**src/rtl/coin_credit_fsm.sv**
```systemverilog
// Coin credit controller: accumulates coin credit, vends at a fixed price and
// pays change one coin per cycle, largest denomination first.
module coin_credit_fsm #(
  parameter int PRICE       = 36,
  parameter int MAX_CREDIT  = 120,
  parameter int CREDIT_W    = 8,
  parameter int VEND_CYCLES = 4
) (
  input  logic                clk,
  input  logic                reset,
  input  logic [1:0]          encoded_value,
  input  logic                select,
  input  logic                cancel,
  output logic [CREDIT_W-1:0] credit,
  output logic                dispense,
  output logic                change_valid,
  output logic [1:0]          change_coin,
  output logic                coin_reject,
  output logic                busy
);

  // state    | meaning
  // S_IDLE   | no credit held
  // S_CREDIT | credit > 0, accepting coins / select / cancel
  // S_VEND   | dispense held high, counting down
  // S_CHANGE | paying out remaining credit one coin per cycle
  typedef enum logic [1:0] {S_IDLE, S_CREDIT, S_VEND, S_CHANGE} state_t;

  localparam int VCNT_W = (VEND_CYCLES > 1) ? $clog2(VEND_CYCLES) : 1;
  localparam logic [VCNT_W-1:0]   VCNT_LOAD = VCNT_W'(VEND_CYCLES - 1);
  localparam logic [CREDIT_W-1:0] PRICE_C   = CREDIT_W'(PRICE);
  localparam logic [CREDIT_W:0]   MAX_C     = (CREDIT_W+1)'(MAX_CREDIT);
  localparam logic [CREDIT_W-1:0] SHILLING  = CREDIT_W'(12);
  localparam logic [CREDIT_W-1:0] FLORIN    = CREDIT_W'(24);
  localparam logic [CREDIT_W-1:0] CROWN     = CREDIT_W'(60);

  if (PRICE % 12 != 0) begin : g_bad_price
    $error("coin_credit_fsm: PRICE must be a multiple of 12");
  end
  if (MAX_CREDIT >= (1 << CREDIT_W)) begin : g_bad_width
    $error("coin_credit_fsm: CREDIT_W too narrow for MAX_CREDIT");
  end
  if (VEND_CYCLES < 1) begin : g_bad_vend
    $error("coin_credit_fsm: VEND_CYCLES must be >= 1");
  end

  state_t              state_q, state_d;
  logic [CREDIT_W-1:0] credit_q, credit_d;
  logic [1:0]          prev_code_q, prev_code_d;
  logic [VCNT_W-1:0]   vend_cnt_q, vend_cnt_d;
  logic                dispense_q, dispense_d;
  logic                change_valid_q, change_valid_d;
  logic [1:0]          change_coin_q, change_coin_d;
  logic                coin_reject_q, coin_reject_d;
  logic                busy_q, busy_d;

  logic                coin_evt;
  logic [CREDIT_W-1:0] coin_val;
  logic [CREDIT_W-1:0] base;
  logic [CREDIT_W:0]   sum;

  always_comb begin
    state_d        = state_q;
    credit_d       = credit_q;
    prev_code_d    = encoded_value;
    vend_cnt_d     = vend_cnt_q;
    dispense_d     = 1'b0;
    change_valid_d = 1'b0;
    change_coin_d  = 2'b00;
    coin_reject_d  = 1'b0;
    base           = credit_q;
    sum            = '0;

    // A coin is counted only on the 00 -> non-zero transition of the code.
    coin_evt = (encoded_value != 2'b00) && (prev_code_q == 2'b00);
    case (encoded_value)
      2'b01:   coin_val = SHILLING;
      2'b10:   coin_val = FLORIN;
      2'b11:   coin_val = CROWN;
      default: coin_val = '0;
    endcase

    case (state_q)
      S_IDLE, S_CREDIT: begin
        if (cancel && credit_q != '0) begin
          state_d       = S_CHANGE;
          coin_reject_d = coin_evt;
        end else begin
          if (select && credit_q >= PRICE_C) begin
            base       = credit_q - PRICE_C;
            state_d    = S_VEND;
            dispense_d = 1'b1;
            vend_cnt_d = VCNT_LOAD;
          end
          sum      = {1'b0, base} + {1'b0, coin_val};
          credit_d = base;
          if (coin_evt) begin
            if (sum <= MAX_C) credit_d = sum[CREDIT_W-1:0];
            else              coin_reject_d = 1'b1;
          end
          if (state_d != S_VEND) state_d = (credit_d != '0) ? S_CREDIT : S_IDLE;
        end
      end
      S_VEND: begin
        coin_reject_d = coin_evt;
        if (vend_cnt_q == '0) begin
          state_d = (credit_q != '0) ? S_CHANGE : S_IDLE;
        end else begin
          vend_cnt_d = vend_cnt_q - VCNT_W'(1);
          dispense_d = 1'b1;
        end
      end
      S_CHANGE: begin
        coin_reject_d = coin_evt;
        if (credit_q == '0) begin
          state_d = S_IDLE;
        end else begin
          change_valid_d = 1'b1;
          if (credit_q >= CROWN) begin
            change_coin_d = 2'b11;
            credit_d      = credit_q - CROWN;
          end else if (credit_q >= FLORIN) begin
            change_coin_d = 2'b10;
            credit_d      = credit_q - FLORIN;
          end else begin
            change_coin_d = 2'b01;
            credit_d      = (credit_q >= SHILLING) ? credit_q - SHILLING : '0;
          end
          if (credit_d == '0) state_d = S_IDLE;
        end
      end
      default: state_d = S_IDLE;
    endcase

    busy_d = (state_d == S_VEND) || (state_d == S_CHANGE);
  end

  always_ff @(posedge clk) begin
    if (reset) begin
      state_q        <= S_IDLE;
      credit_q       <= '0;
      prev_code_q    <= 2'b00;
      vend_cnt_q     <= '0;
      dispense_q     <= 1'b0;
      change_valid_q <= 1'b0;
      change_coin_q  <= 2'b00;
      coin_reject_q  <= 1'b0;
      busy_q         <= 1'b0;
    end else begin
      state_q        <= state_d;
      credit_q       <= credit_d;
      prev_code_q    <= prev_code_d;
      vend_cnt_q     <= vend_cnt_d;
      dispense_q     <= dispense_d;
      change_valid_q <= change_valid_d;
      change_coin_q  <= change_coin_d;
      coin_reject_q  <= coin_reject_d;
      busy_q         <= busy_d;
    end
  end

  assign credit       = credit_q;
  assign dispense     = dispense_q;
  assign change_valid = change_valid_q;
  assign change_coin  = change_coin_q;
  assign coin_reject  = coin_reject_q;
  assign busy         = busy_q;

endmodule
```
**config.mk**
```make
export PLATFORM = sky130hd
export DESIGN_NAME = coin_credit_fsm
export DESIGN_NICKNAME = d
export VERILOG_FILES = /design/src/rtl/coin_credit_fsm.sv
export SDC_FILE = /design/constraint.sdc
export NUM_CORES = 1
export LEC_CHECK = 0
export ABC_AREA = 1
export CAP_MARGIN = 20
export CORE_ASPECT_RATIO = 2
export CORE_UTILIZATION = 39
export CTS_CLUSTER_DIAMETER = 100
export CTS_CLUSTER_SIZE = 10
export DETAILED_ROUTE_END_ITERATION = 8
export HOLD_SLACK_MARGIN = 0.1
export SETUP_SLACK_MARGIN = 0.02
export SYNTH_ARGS = -nofsm -noshare
export SYNTH_HDL_FRONTEND = slang
export SYNTH_SLANG_ARGS = --single-unit
```
**constraint.sdc**
```tcl
create_clock -name clk -period 6.4 [get_ports clk]
set_clock_uncertainty 0.2 [all_clocks]
set_input_delay 0.64 -clock clk [delete_from_list [all_inputs] [get_ports clk]]
set_output_delay 0.64 -clock clk [all_outputs]
set_load 0.01 [all_outputs]
```
==> results of run 1 <==
==> registers in the layout (all words and copies together) (netlist names) <==
register and flops:
credit 8, change_coin 2, prev_code_q 2, vend_cnt_q 2
busy 1, change_valid 1, coin_reject 1, dispense 1
state_q 1
==> logic make-up after synthesis <==
family	Yosys count
xor+xnor	6
compound gates	40
fa+ha+maj	14
simple gates	132
buf+inv	48
flops	19
==> placed cells by master (no fill, tap or decap), types with 2 or more instances in the layout <==
cell type / instances
a21oi_1: 17
a21oi_2: 2
a31oi_1: 4
clkbuf_8: 3
clkdlybuf4s50_1: 19
dfxtp_1: 19
ha_1: 13
inv_1: 34
inv_2: 6
nand2_1: 59
nand2_2: 10
nand2_4: 3
nand3_1: 24
nand4_1: 6
nor2_1: 20
nor3_1: 2
o211ai_1: 7
o21ai_0: 5
xor2_1: 5
==> critical path, delay by kind of cell (launching register included) <==
kind	cells	cell delay, ps
AO/OA/AOI/OAI	4	550
XOR/XNOR	1	250
adder cells (fa/ha/maj)	2	600
buffers and inverters	3	320
flip-flops	1	560
AND/OR/NAND/NOR	14	1270
==> worst max-delay path by stage <==
stage / startpoint / endpoint / slack [ps] / cells after the start
2_1_floorplan: credit[3] / state_q[0] / 3080 / 24
3_3_place_gp: select / state_q[0] / 2560 / 20
3_5_place_dp: credit[3] / state_q[0] / 2540 / 24
4_1_cts: credit[3] / state_q[0] / 2520 / 24
5_1_grt: credit[3] / state_q[0] / 2210 / 24
6_report: credit[3] / state_q[0] / 2540 / 24
==> area by class of cell <==
cell class	instances	area, um2	share of cell area
Multi-Input combinational cell	192	1130	0.572
Inverter	42	165	0.0835
Clock buffer	3	41.3	0.0209
Clock inverter	1	5.00	0.00253
Tap cell	52	65.1	0.0329
Sequential cell	19	380	0.192
Timing Repair Buffer	19	190	0.0962
==> stage by stage <==
step / instances / worst slack [ps]
6_report: 328 / 2540
5_1_grt: 328 / 2210
3_5_place_dp: 324 / 2540
4_1_cts: 328 / 2520
3_3_place_gp: 324 / 2560
2_1_floorplan: 259 / 3080
==> per-layer routing <==
layer  global-route usage  up-vias  share of wire
li1                     -      877              -
met1                0.209      789           0.38
met2                0.449       36           0.57
met3               0.0191       10          0.018
met4                0.105        0          0.030
met5                    0        -              0
==> impl_metrics.py, run 1 <==
metrics = {
    "status": {
        "status": "complete, no violations",
    },
    "synthesis": {
        "synth_compound_area_frac": 0.141,
        "yosys.area.top_type_share": 0.223,
        "synth_warnings": 0,
        "synth_top_family_by_area": "simple AND/OR/NAND/NOR gates",
        "synth_cell_types": 37,
        "synth_fa_ha_area_frac": 0.107,
        "synth_flop_cell": "dfxtp_1",
        "synthSimpleGateAreaFrac": 0.383,
        "synthTopCellsByCount": "nand2_1 (59), inv_1 (34), nand3_1 (24), nor2_1 (20), dfxtp_1 (19)",
        "synth_cells": 259,
        "synth_most_common_cell": "nand2_1",
        "synthTopCellsByArea": "dfxtp_1 (22%), nand2_1 (13%), ha_1 (9.5%), inv_1 (7.5%), nand3_1 (7.0%)",
        "synth_async_sr_flop_share": 0,
        "syn_nets": 279,
        "syn_area_per_cell_um2": 6.60,
        "synth_mux_area_frac": 0,
        "yosys.area_share.xor_xnor": 0.0307,
        "yosysSeqAreaShare": 0.223,
        "synth_edf_count": 0,
        "synth_area_um2": 1710,
        "synth.largest_area_cell": "dfxtp_1",
        "synth-seq-cells": 19,
    },
    "clocking": {
        "cts_tree": "built",
        "cts.htree.levels": 1,
        "root_buffer": "clkbuf_8",
        "cts_buffer_depth": 2,
        "cts_hold_buf": 0,
        "path_clk_slew_ps": 70,
        "clk_latency_ps": 250,
        "cts_resized": 0,
        "cts_inserted_buffers": 3,
        "cts.sinks": 19,
        "postCtsSetupBuffers": 0,
    },
    "routing": {
        "vias_per_cell": 5.22,
        "drt_iter0_drc": 51,
        "totalWireLength_um": 4760,
        "drc": 0,
        "detail-route-antenna-nets": 0,
        "route.vias.total": 1712,
        "wl_per_cell_um": 14.5,
        "firstDrtPassIters": 4,
    },
    "sta": {
        "hold_viol": 0,
        "tightest_slew_ps": 595,
        "final.min_clock_period_ps": 3860,
        "setup_violations": 0,
        "fin_crit_sh": 0.603,
        "holdWs_ps": 259,
        "relSlewSlack": 0.602,
        "fmax_mhz": 259,
        "maxSlewViolCount": 0,
        "rsz0062_at_grt": "false",
        "fin_setup_tns_ps": 0,
    },
    "setup_path": {
        "crit_top_cell": "nand2_1",
        "rr_endpoint": "state_q[0]",
        "path_max_fanout": 9,
        "path_cells": "inv_1, ha_1, nand2_4, a21oi_2, nand2_2, nand2_4, a21oi_1, xor2_1, inv_1, ha_1, nand2_1, nand2_1, a31oi_1, inv_1, nand3_1, nand3_4, nand4_4, nand2_1, nand2_1, nand2_1, nor2_1, nand2_1, nand2_1, a21oi_2",
        "rr_startpoint": "credit[3]",
        "reg2reg_depth": 24,
        "start_kind": "register",
        "cp.required_ps": 6350,
        "cpPeakStageDelay_ps": 560,
        "path_class": "reg2reg",
        "reg2reg_slack_ps": 2540,
        "crit_arrival_ps": 3810,
        "endpoint_kind": "register",
        "critPathSlowestCell": "dfxtp_1",
    },
    "final_layout": {
        "drive_above_1_share": 0.120,
        "synthToLayoutAreaGrowth_pct": 15.7,
        "fillers": 450,
        "fin_util": 0.479,
        "stdcell_area_um2": 1980,
        "nets": 297,
        "num_antenna_cells": 0,
    },
    "die": {
        "io_pins": 20,
        "die_w_um": 48.8,
        "die-area_um2": 4670,
        "die_h_um": 95.6,
        "core_um2": 4130,
        "row_count": 33,
        "initial_utilization": 0.414,
    },
    "worst_hold_path": {
        "hold_start": "vend_cnt_q[0]",
        "holdPathEnd": "vend_cnt_q[0]",
        "hold_depth": 1,
        "hold_class": "reg2reg",
    },
    "placement": {
        "dpl_cell_area_um2": 1930,
        "port_buffers": 19,
        "place_congestion": 0.909,
        "dp_hpwl_um": 3900,
    },
    "global_routing": {
        "grt_pass1_wl_um": 7730,
        "grt_max_degree": 15,
        "grt.total_usage": 0.218,
        "antenna_found_initial": 0,
        "overflow": 0,
        "grt_pass1_vias": 1680,
    },
    "job": {
        "drv_cap": 0,
    },
}
Power of run 1 is not shown: default switching activity piles up to over one toggle a cycle in this logic, so the estimate is an artifact.
==> run 2: changes to the inputs <==
==> constraint.sdc (replaced) <==
create_clock -name clk -period 3.55 [get_ports clk]
set_clock_uncertainty 0.2 [all_clocks]
set_input_delay 0.355 -clock clk [delete_from_list [all_inputs] [get_ports clk]]
set_output_delay 0.355 -clock clk [all_outputs]
set_load 0.01 [all_outputs]
==> impl_metrics.py, run 2 (same netlist as run 1, synthesis figures left out) <==
metrics = {
    "status": {
        "status": "complete, no violations",
    },
    "sta": {
        "hold_viol": 0,
        "rsz0062_at_grt": "false",
        "fmax_mhz": 301,
        "setup_violations": 0,
        "tightest_slew_ps": 491,
        "fin_setup_tns_ps": 0,
        "relSlewSlack": 0.671,
        "fin_crit_sh": 0.935,
        "maxSlewViolCount": 0,
        "fin_ws_ps": 230,
        "final.min_clock_period_ps": 3320,
        "holdWs_ps": 273,
    },
    "setup_path": {
        "rr_endpoint": "state_q[0]",
        "rr_startpoint": "credit[7]",
        "path_class": "reg2reg",
        "start_kind": "register",
        "reg2reg_slack_ps": 230,
        "crit_arrival_ps": 3270,
        "cp.required_ps": 3500,
        "endpoint_kind": "register",
        "reg2reg_depth": 20,
        "path_max_fanout": 8,
    },
    "clocking": {
        "cts_tree": "built",
        "cts_inserted_buffers": 3,
        "root_buffer": "clkbuf_8",
        "clk_latency_ps": 250,
        "cts.htree.levels": 1,
        "cts.sinks": 19,
        "cts_hold_buf": 0,
        "cts_buffer_depth": 2,
        "path_clk_slew_ps": 70,
    },
    "die": {
        "die-area_um2": 4670,
        "row_count": 33,
        "die_h_um": 95.6,
        "initial_utilization": 0.414,
        "core_um2": 4130,
        "die_w_um": 48.8,
        "io_pins": 20,
    },
    "placement": {
        "dp_hpwl_um": 3980,
        "dpl_worst_slack_ps": -13.4,
        "place_congestion": 0.874,
        "port_buffers": 19,
    },
    "global_routing": {
        "grt_max_degree": 13,
        "antenna_found_initial": 0,
        "grt_pass1_wl_um": 7800,
        "grt.total_usage": 0.220,
        "grt_pass1_vias": 1722,
        "overflow": 0,
    },
    "final_layout": {
        "nets": 306,
        "largest_reg_flops": 8,
        "drive_above_1_share": 0.189,
        "final_cell_mix": "nand2_1 (58), inv_1 (33), nand3_1 (23)",
        "num_antenna_cells": 0,
        "final_common_cell": "nand2_1",
        "fin_util": 0.513,
        "synthToLayoutAreaGrowth_pct": 24.0,
    },
    "worst_hold_path": {
        "hold_depth": 1,
        "hold_class": "reg2reg",
        "holdPathEnd": "vend_cnt_q[0]",
        "hold_start": "vend_cnt_q[0]",
    },
    "routing": {
        "route.vias.total": 1745,
        "drt_iter0_drc": 48,
        "firstDrtPassIters": 4,
        "vias_per_cell": 5.18,
        "totalWireLength_um": 4900,
        "drc": 0,
        "detail-route-antenna-nets": 0,
        "wl_per_cell_um": 14.5,
    },
    "job": {
        "drv_cap": 0,
    },
}
[run 2: repair_timing]
item / 4_1_cts / 5_1_grt
buffers inserted: 0 / 1
setup endpoints to repair: 0 / 7
resized for setup: 0 / 17
[run 2: worst max path at each step]
stage / from / end / slack (ps) / cells past startpoint
4_1_cts: credit[2] / state_q[0] / 20 / 24
2_1_floorplan: credit[3] / state_q[0] / 230 / 24
3_3_place_gp: select / state_q[0] / 4 / 20
3_5_place_dp: select / state_q[0] / -10 / 20
6_report: credit[7] / state_q[0] / 230 / 20
5_1_grt: credit[2] / state_q[0] / 10 / 25
[run 2: worst max-delay path: stages (launching register included)]
cell and delay [ps]:
dfxtp_1 470, inv_2 110, nand2_2 120, a21oi_2 40
nand2_2 100, nand2_4 100, xor2_2 180, ha_2 210
fa_1 460, xor2_1 210, o211ai_1 120, nor2_1 200
nand3_4 140, nand4_4 110, nand2_1 60, nand2_1 90
nand2_1 60, nor2_1 80, nand2_1 50, nand2_1 60
a21oi_2 50
[run 2: layer usage]
metal	part of all wire	up-vias	GRT usage
met1	0.38	803	0.206
met5	0	-	0
met2	0.57	33	0.473
met3	0.019	11	0.0159
met4	0.024	0	0.0784
li1	-	898	-
[run 2: through the flow]
step           instance area, um2  std cells
3_3_place_gp                 1990        332
6_report                     2120        337
2_1_floorplan                1710        259
5_1_grt                      2120        337
3_5_place_dp                 1990        332
4_1_cts                      2040        336
[run 2: final cells by class]
type	instances	area, um2
Timing Repair Buffer	28	258
Sequential cell	19	382
Clock buffer	4	45.0
Tap cell	52	65.1
Inverter	42	165
Fill cell	425	2010
Multi-Input combinational cell	192	1200
Power of run 2 is left out for the same reason.
